File: config.mk
export PLATFORM = sky130hd
export DESIGN_NAME = count_enable_ctrl
export DESIGN_NICKNAME = d
export VERILOG_FILES = /design/src/rtl/count_enable_ctrl.sv
export SDC_FILE = /design/constraint.sdc
export NUM_CORES = 1
export LEC_CHECK = 0
export CORE_MARGIN = 3
export CORE_UTILIZATION = 45
export DETAILED_ROUTE_END_ITERATION = 8
export PLACE_DENSITY_LB_ADDON = 0.2
export SYNTH_ARGS = -nofsm -noshare
export SYNTH_HDL_FRONTEND = slang
export SYNTH_SLANG_ARGS = --single-unit
File: constraint.sdc
create_clock -name clk -period 1.3 [get_ports clk]
set_input_delay 0.26 -clock clk [delete_from_list [all_inputs] [get_ports clk]]
set_output_delay 0.26 -clock clk [all_outputs]
set_load 0.03 [all_outputs]
File: src/rtl/count_enable_ctrl.sv
// rtl/count_enable_ctrl.sv - button sync/debounce, run/step FSM and prescaled enable pulse
module count_enable_ctrl #(
  parameter int DIV      = 10,
  parameter int DEBOUNCE = 4
) (
  input  logic       clk,
  input  logic       reset_n,
  input  logic       start_btn,
  input  logic       stop_btn,
  input  logic       step_btn,
  output logic       enable,
  output logic       running,
  output logic [1:0] state
);

  localparam int PW = $clog2(DIV);
  localparam int CW = $clog2(DEBOUNCE + 1);
  localparam logic [PW-1:0] PRE_MAX = PW'(DIV - 1);
  localparam logic [CW-1:0] DEB_MAX = CW'(DEBOUNCE - 1);

  localparam logic [1:0] ST_IDLE = 2'b00;
  localparam logic [1:0] ST_RUN  = 2'b01;
  localparam logic [1:0] ST_STEP = 2'b10;

  // Button index: 0 = stop, 1 = start, 2 = step
  logic [2:0]    w_raw;
  logic [2:0]    r_sync1;
  logic [2:0]    r_sync2;
  logic [2:0]    r_deb;
  logic [2:0]    r_deb_d;
  logic [CW-1:0] r_cnt [3];
  logic [2:0]    w_press;

  logic [1:0]    r_state;
  logic [1:0]    w_next;
  logic [PW-1:0] r_pre;

  assign w_raw   = {step_btn, start_btn, stop_btn};
  assign w_press = r_deb & ~r_deb_d;

  always_ff @(posedge clk) begin
    if (!reset_n) begin
      r_sync1 <= '0;
      r_sync2 <= '0;
      r_deb   <= '0;
      r_deb_d <= '0;
      for (int i = 0; i < 3; i++) r_cnt[i] <= '0;
    end else begin
      r_sync1 <= w_raw;
      r_sync2 <= r_sync1;
      r_deb_d <= r_deb;
      // A level is accepted only after DEBOUNCE consecutive differing samples
      for (int i = 0; i < 3; i++) begin
        if (r_sync2[i] != r_deb[i]) begin
          if (r_cnt[i] == DEB_MAX) begin
            r_deb[i] <= r_sync2[i];
            r_cnt[i] <= '0;
          end else begin
            r_cnt[i] <= r_cnt[i] + 1'b1;
          end
        end else begin
          r_cnt[i] <= '0;
        end
      end
    end
  end

  // Priority stop > start > step; a stop press in IDLE also masks start/step
  always_comb begin
    w_next = r_state;
    case (r_state)
      ST_IDLE: begin
        if (w_press[0])      w_next = ST_IDLE;
        else if (w_press[1]) w_next = ST_RUN;
        else if (w_press[2]) w_next = ST_STEP;
      end
      ST_RUN:  if (w_press[0]) w_next = ST_IDLE;
      default: w_next = ST_IDLE;
    endcase
  end

  always_ff @(posedge clk) begin
    if (!reset_n) begin
      r_state <= ST_IDLE;
      r_pre   <= '0;
    end else begin
      r_state <= w_next;
      if (r_state == ST_RUN && w_next == ST_RUN)
        r_pre <= (r_pre == PRE_MAX) ? '0 : r_pre + 1'b1;
      else
        r_pre <= '0;
    end
  end

  assign enable  = (r_state == ST_RUN && r_pre == PRE_MAX) || (r_state == ST_STEP);
  assign running = (r_state == ST_RUN);
  assign state   = r_state;

endmodule

* Word-level counts from Yosys, hierarchy flattened
Memories as Yosys holds them, arrays and structs flattened. Index checks and enable logic that the tools add are counted.
Operators by class: $add $sub $neg 4, multipliers 0, div/mod/pow operators 0, $lt $le $gt $ge 0, equal/unequal tests 10, shift-type cells 0, multiplexer cells 48, bitwise logic cells 13, reduce and logical (&&, ||, !) cells 8
Operator list (number):
- 1-bit two-way mux | 34
- 3-bit two-way mux | 9
- 3-bit by 1-bit adder with 3-bit output, second input constant | 3
- 3-bit by 2-bit == test with 1-bit output, second input constant | 3
- 1-bit bitwise OR | 9
- 2-bit two-way mux | 4
- 2-bit AND reduction | 3
- 4-bit by 1-bit adder with 4-bit output, second input constant | 1
- 2-bit by 1-bit == test with 1-bit output, second input constant | 2
- 4-bit == test, second input constant | 1
- 2-bit case mux with 2 select lines | 1
- 3-bit AND | 1
- 1-bit inequality test | 3
- 3-bit inverter | 1
- 3-bit OR reduction | 1
- 2-bit == test, second input constant | 1
- 1-bit logical AND | 2
- 2-bit zero test | 1
- 1-bit inverter | 2
- 1-bit logical OR | 1
Storage, ports and cells: bits in registers 18, latch bits 0, RAM bits 9, bits in read-only memories 0, output and inout bits 4, memories 1
Memory list:
- r_cnt | depth 3, width 3, read ports 3, clocked after Yosys merged registers in 0, write ports 3, line 31 | logic [CW-1:0] r_cnt [3];

* Longest topological paths before layout
depth in word-level cells 10, mapped depth 5, gate-level depth less buffers 5

* Worst setup path before layout
Ideal clock, no wire load.
path kind register -> output, start reg r_state[0], in the netlist state[0], end out enable, arrival 1.511 ns, data required time 1.040 ns, path slack -0.471 ns, stages on the path, launching flop included 4, path buffers 0, cell sequence dfxtp_1 > nor2b_1 > nand2_1 > o21ai_0
On the way: word-level cells in the longest chain between the ends 3, elaborated cells between the ends (all ways) 4, classes of those cells 2 x eq/ne; 2 x reduce/logical
RTL lines:
- from (decl) | line 34 | logic [1:0] r_state;
- from (signal assigned) | line 87 | r_state <= w_next;
- 2-bit by 1-bit == test with 1-bit output
- named net running | line 12 | output logic running,
- 1-bit logical AND | line 95 | assign enable = (r_state == ST_RUN && r_pre == PRE_MAX) || (r_state == ST_STEP);
- 1-bit logical OR | line 95
- to (decl) | line 11 | output logic enable,
The timed path passes the listed nets, and every way through them passes these cells.

* Final worst setup path
start reg r_pre[1], end out enable
On the way: word-level cells in the longest chain between the ends 3
RTL lines:
- from (decl) | line 36 | logic [PW-1:0] r_pre;
- from (signal assigned) | line 89 | r_pre <= (r_pre == PRE_MAX) ? '0 : r_pre + 1'b1;
- 4-bit == test | line 95
- 1-bit logical AND | line 95
- 1-bit logical OR | line 95
No other way between the ends.

==> results.md <==
- Share of synthesized flip-flops with an asynchronous set or reset: 0%
- Fraction of power consumed by the clock network: 26.9%
- Cts-stage hold buffer count: 0
- Number of maximum-capacitance constraint violations: 0
- Cell Rows: 17
- Worst Slack Setup Final: -278.8 ps
- I/O Buffers: 8
- Boundary pin count: 9
- CTS buffer count: 3
- Arrival time of data at the critical path endpoint: 1320 ps
- DR iter-0 viols: 10
- Crit-path cells: inv_2 > ha_4 > and3b_2 > nand2_2 > o21ai_2 > buf_6
- Leading cell type by number of instances after synthesis: sky130_fd_sc_hd__dfxtp_1
- Crit path largest cell delay: 370 ps
- Number of hold violations in the final report: 0
- Final number of setup-violating endpoints: 2
- Via total after detailed routing: 747
- Core box area: 0.002255 mm2
- Tightest Hold Check Type: reg -> reg
- Post-detailed-route wirelength per cell: 11.16 um
- Later-pin clock latency in the skew report: 320 ps
- Layout Utilization: 63.49%
- Cell count after placement: 148
- Total number of nets in the final design: 143
- Violations in the final reports: negative setup slack
- Number of cells traversed by the worst register-to-register path: 4
- Critical path start-end classification: reg -> out
- Crit path required time: 1040 ps
- Proportion of netlist area held by the largest area contributor: 33.10%
- Ratio of cells with drive above 1 in the final layout: 28.68%
- Yosys synthesis warning count: 0
- Worst reg2reg path startpoint: r_cnt[2][0]
- Type of destination of the critical path: output port
- Post-route DRC violation count: 0
- Top cell types by occurrence after synthesis: sky130_fd_sc_hd__dfxtp_1 (18), sky130_fd_sc_hd__nor2_1 (10), sky130_fd_sc_hd__and2_1 (9), sky130_fd_sc_hd__edfxtp_1 (9), sky130_fd_sc_hd__inv_1 (9)
- Period Utilization, post-route: 121.4%
- RSZ-0062 raised after global routing: yes
- Routability congestion estimate: 0.6256
- Total congestion overflow after global routing: 0
- Area delta synth->final: 31.49%
- Cell with the largest stage delay on the worst path: sky130_fd_sc_hd__dfxtp_2
- Width of the die: 55.19 um
- Number of iterations in the first detailed-routing pass: 4
- Global-route wire length before repair: 2697 um
- Number of inserted diodes: 0
- Post-layout min period: 1579 ps
- Root buffer cell: sky130_fd_sc_hd__clkbuf_4
- Fraction of power consumed by combinational cells: 6.5%
- Antenna violations before repair: 0
- Final max-slew violation count: 0
- Net Sw Frac: 22.03%
- Clock-pin slew on the worst setup and hold paths: 140 ps
- Switching power summed over all nets: 0.2991 mW
- Post-synthesis instance area: 0.001089 mm2
- Effective utilization at floorplan: 48.28%
- Max Freq: 0.6334 GHz
- Post-DR vias/cell: 4.758
- Worst-path maximum fanout: 2
- Top cell type by total area after synthesis: sky130_fd_sc_hd__dfxtp_1
- Maximum VDD drop: 0.7359 mV
- Reg-to-reg critical path endpoint: r_cnt[2][2]
- Antenna-violating nets left: 0
- Area of placed instances: 0.001295 mm2
- Leakage component of the power: 0.5997 nW
- Distinct cells, synth: 24
- Largest net degree at the start of global routing: 16
- Startpoint of the worst hold path: r_sync1[1]
- Die outline height: 55.19 um
- CTS tree: built
- Leading register cell type out of synthesis: sky130_fd_sc_hd__dfxtp_1
- Top cells by area, synth: sky130_fd_sc_hd__dfxtp_1 (33%), sky130_fd_sc_hd__edfxtp_1 (25%), sky130_fd_sc_hd__ha_1 (9.2%), sky130_fd_sc_hd__and2_1 (5.2%), sky130_fd_sc_hd__nor2_1 (3.4%)
- R2R setup slack: 40 ps
- Post-route cell area: 0.001431 mm2
- Synthesized area divided by synthesized cell count: 11.22 um2
- Final wirelength: 1752 um
- Clock skew: 1.809 ps
- GRT Overall Usage: 12.85%
- Share of synthesized area occupied by flip-flops and latches: 57.93%
- Hold path depth: 1
- CTS H-tree depth: 1
- Run status: complete, but fails checks
- Startpoint class of the critical path: flop
- Half-perimeter wire length after detailed placement: 1147 um
- Layout Cells excl Fill: 157
- Post-synthesis cell count: 97
- Die Outline Area: 0.003045 mm2
- Ratio of total power to cell area: 948.8 mW/mm2
- Via count of the first global-routing pass: 699
- Max Root-Sink Buffers: 2
- Post-synthesis register bit count: 27
- Share of power burned in registers: 66.6%
- Worst-case hold path end point: r_sync2[1]
- Number of enable-type register cells in the synthesized netlist: 9
- Sinks on the clock net: 27
- Internal power: 1.059 mW
==> cell type report <==
type | instances | area, um2
clock buffer | 3 | 22.52
clock inverter | 1 | 5.005
fill | 208 | 823.3
inverter | 9 | 33.78
multi-input combinational | 68 | 521.8
sequential | 27 | 634.4
tap | 28 | 35.03
timing repair buffer | 21 | 178.9
==> placed cells by master (no fill, tap or decap), types with 4 or more instances in the layout <==
cell type,instances
sky130_fd_sc_hd__ha_4,4
sky130_fd_sc_hd__buf_4,14
sky130_fd_sc_hd__nor2_1,10
sky130_fd_sc_hd__nand3b_1,4
sky130_fd_sc_hd__conb_1,9
sky130_fd_sc_hd__clkdlybuf4s50_1,4
sky130_fd_sc_hd__and2_1,9
sky130_fd_sc_hd__edfxtp_1,9
sky130_fd_sc_hd__inv_1,8
sky130_fd_sc_hd__dfxtp_1,15
==> how the worst max path moves through the flow <==
stage | startpoint | slack [ps] | cells after the start | endpoint
3_3_place_gp | reset_n | -60 | 3 | state[1]
2_1_floorplan | state[1] | 50 | 2 | enable
6_report | r_pre[1] | -280 | 6 | enable
4_1_cts | r_pre[1] | -310 | 6 | enable
5_1_grt | r_pre[1] | -340 | 6 | enable
3_5_place_dp | reset_n | -110 | 3 | r_pre[1]
==> power groups by stage <==
stage                     Clock, mW  Combinational (mW)  Sequential (mW)
after detailed placement          0              0.0705            0.922
after global routing          0.406               0.100            0.908
after global placement            0              0.0685            0.921
after floorplan                   0              0.0400            0.921
after CTS                     0.383              0.0769            0.904
final                         0.365              0.0884            0.904
==> routing by layer <==
metal	share of wire [%]	GRT usage, %	vias to the layer above
met5	0	0	-
met4	2.4	7.287	0
met3	4.0	3.217	5
met2	52	22.64	20
met1	41	13.86	343
li1	-	-	379
==> timing repair <==
item,CTS,global route
setup endpoints to repair,6,11
resized for setup,12,10
buffers inserted,3,2
pin swaps,3,7
==> sequential cells by signal, summed over array words and instances (netlist names) <==
signal / cells
r_sync2: 3
r_sync1: 3
r_cnt: 9
r_deb_d: 3
r_deb: 3
r_pre: 4
state: 2
==> worst max-delay path, delay by kind of cell, from the launching register on <==
family,cells,cell delay [ps]
DFF,1,370
and+or+nand+nor,2,260
adders and majority gates,1,140
buffers and inverters,2,170
AOI/OAI and AO/OA,1,50
==> logic make-up after synthesis <==
| logic type | share of synthesized area [%] |
|---|---|
| and+or+nand+nor | 21.95 |
| AOI/OAI and AO/OA | 1.954 |
| other | 0.3445 |
| muxes | 2.759 |
| buffers and inverters | 3.448 |
| xor gates and xnor gates | 2.414 |
| adders and majority gates | 9.196 |
| DFF | 57.93 |
==> metrics by stage <==
stage	hold WS (ps)	power (mW)	setup WS (ps)	setup TNS [ps]
final	451.7	1.358	-278.8	-304.5
after detailed placement	421.1	0.9929	-106.4	-853.3
after CTS	454.8	1.363	-311.6	-346.7
after global routing	476.3	1.414	-337.9	-524.2
after global placement	414.6	0.9899	-62.29	-457.9
after floorplan	387.3	0.9612	46.41	0
Note: power is estimated with default switching activity, not from simulation.
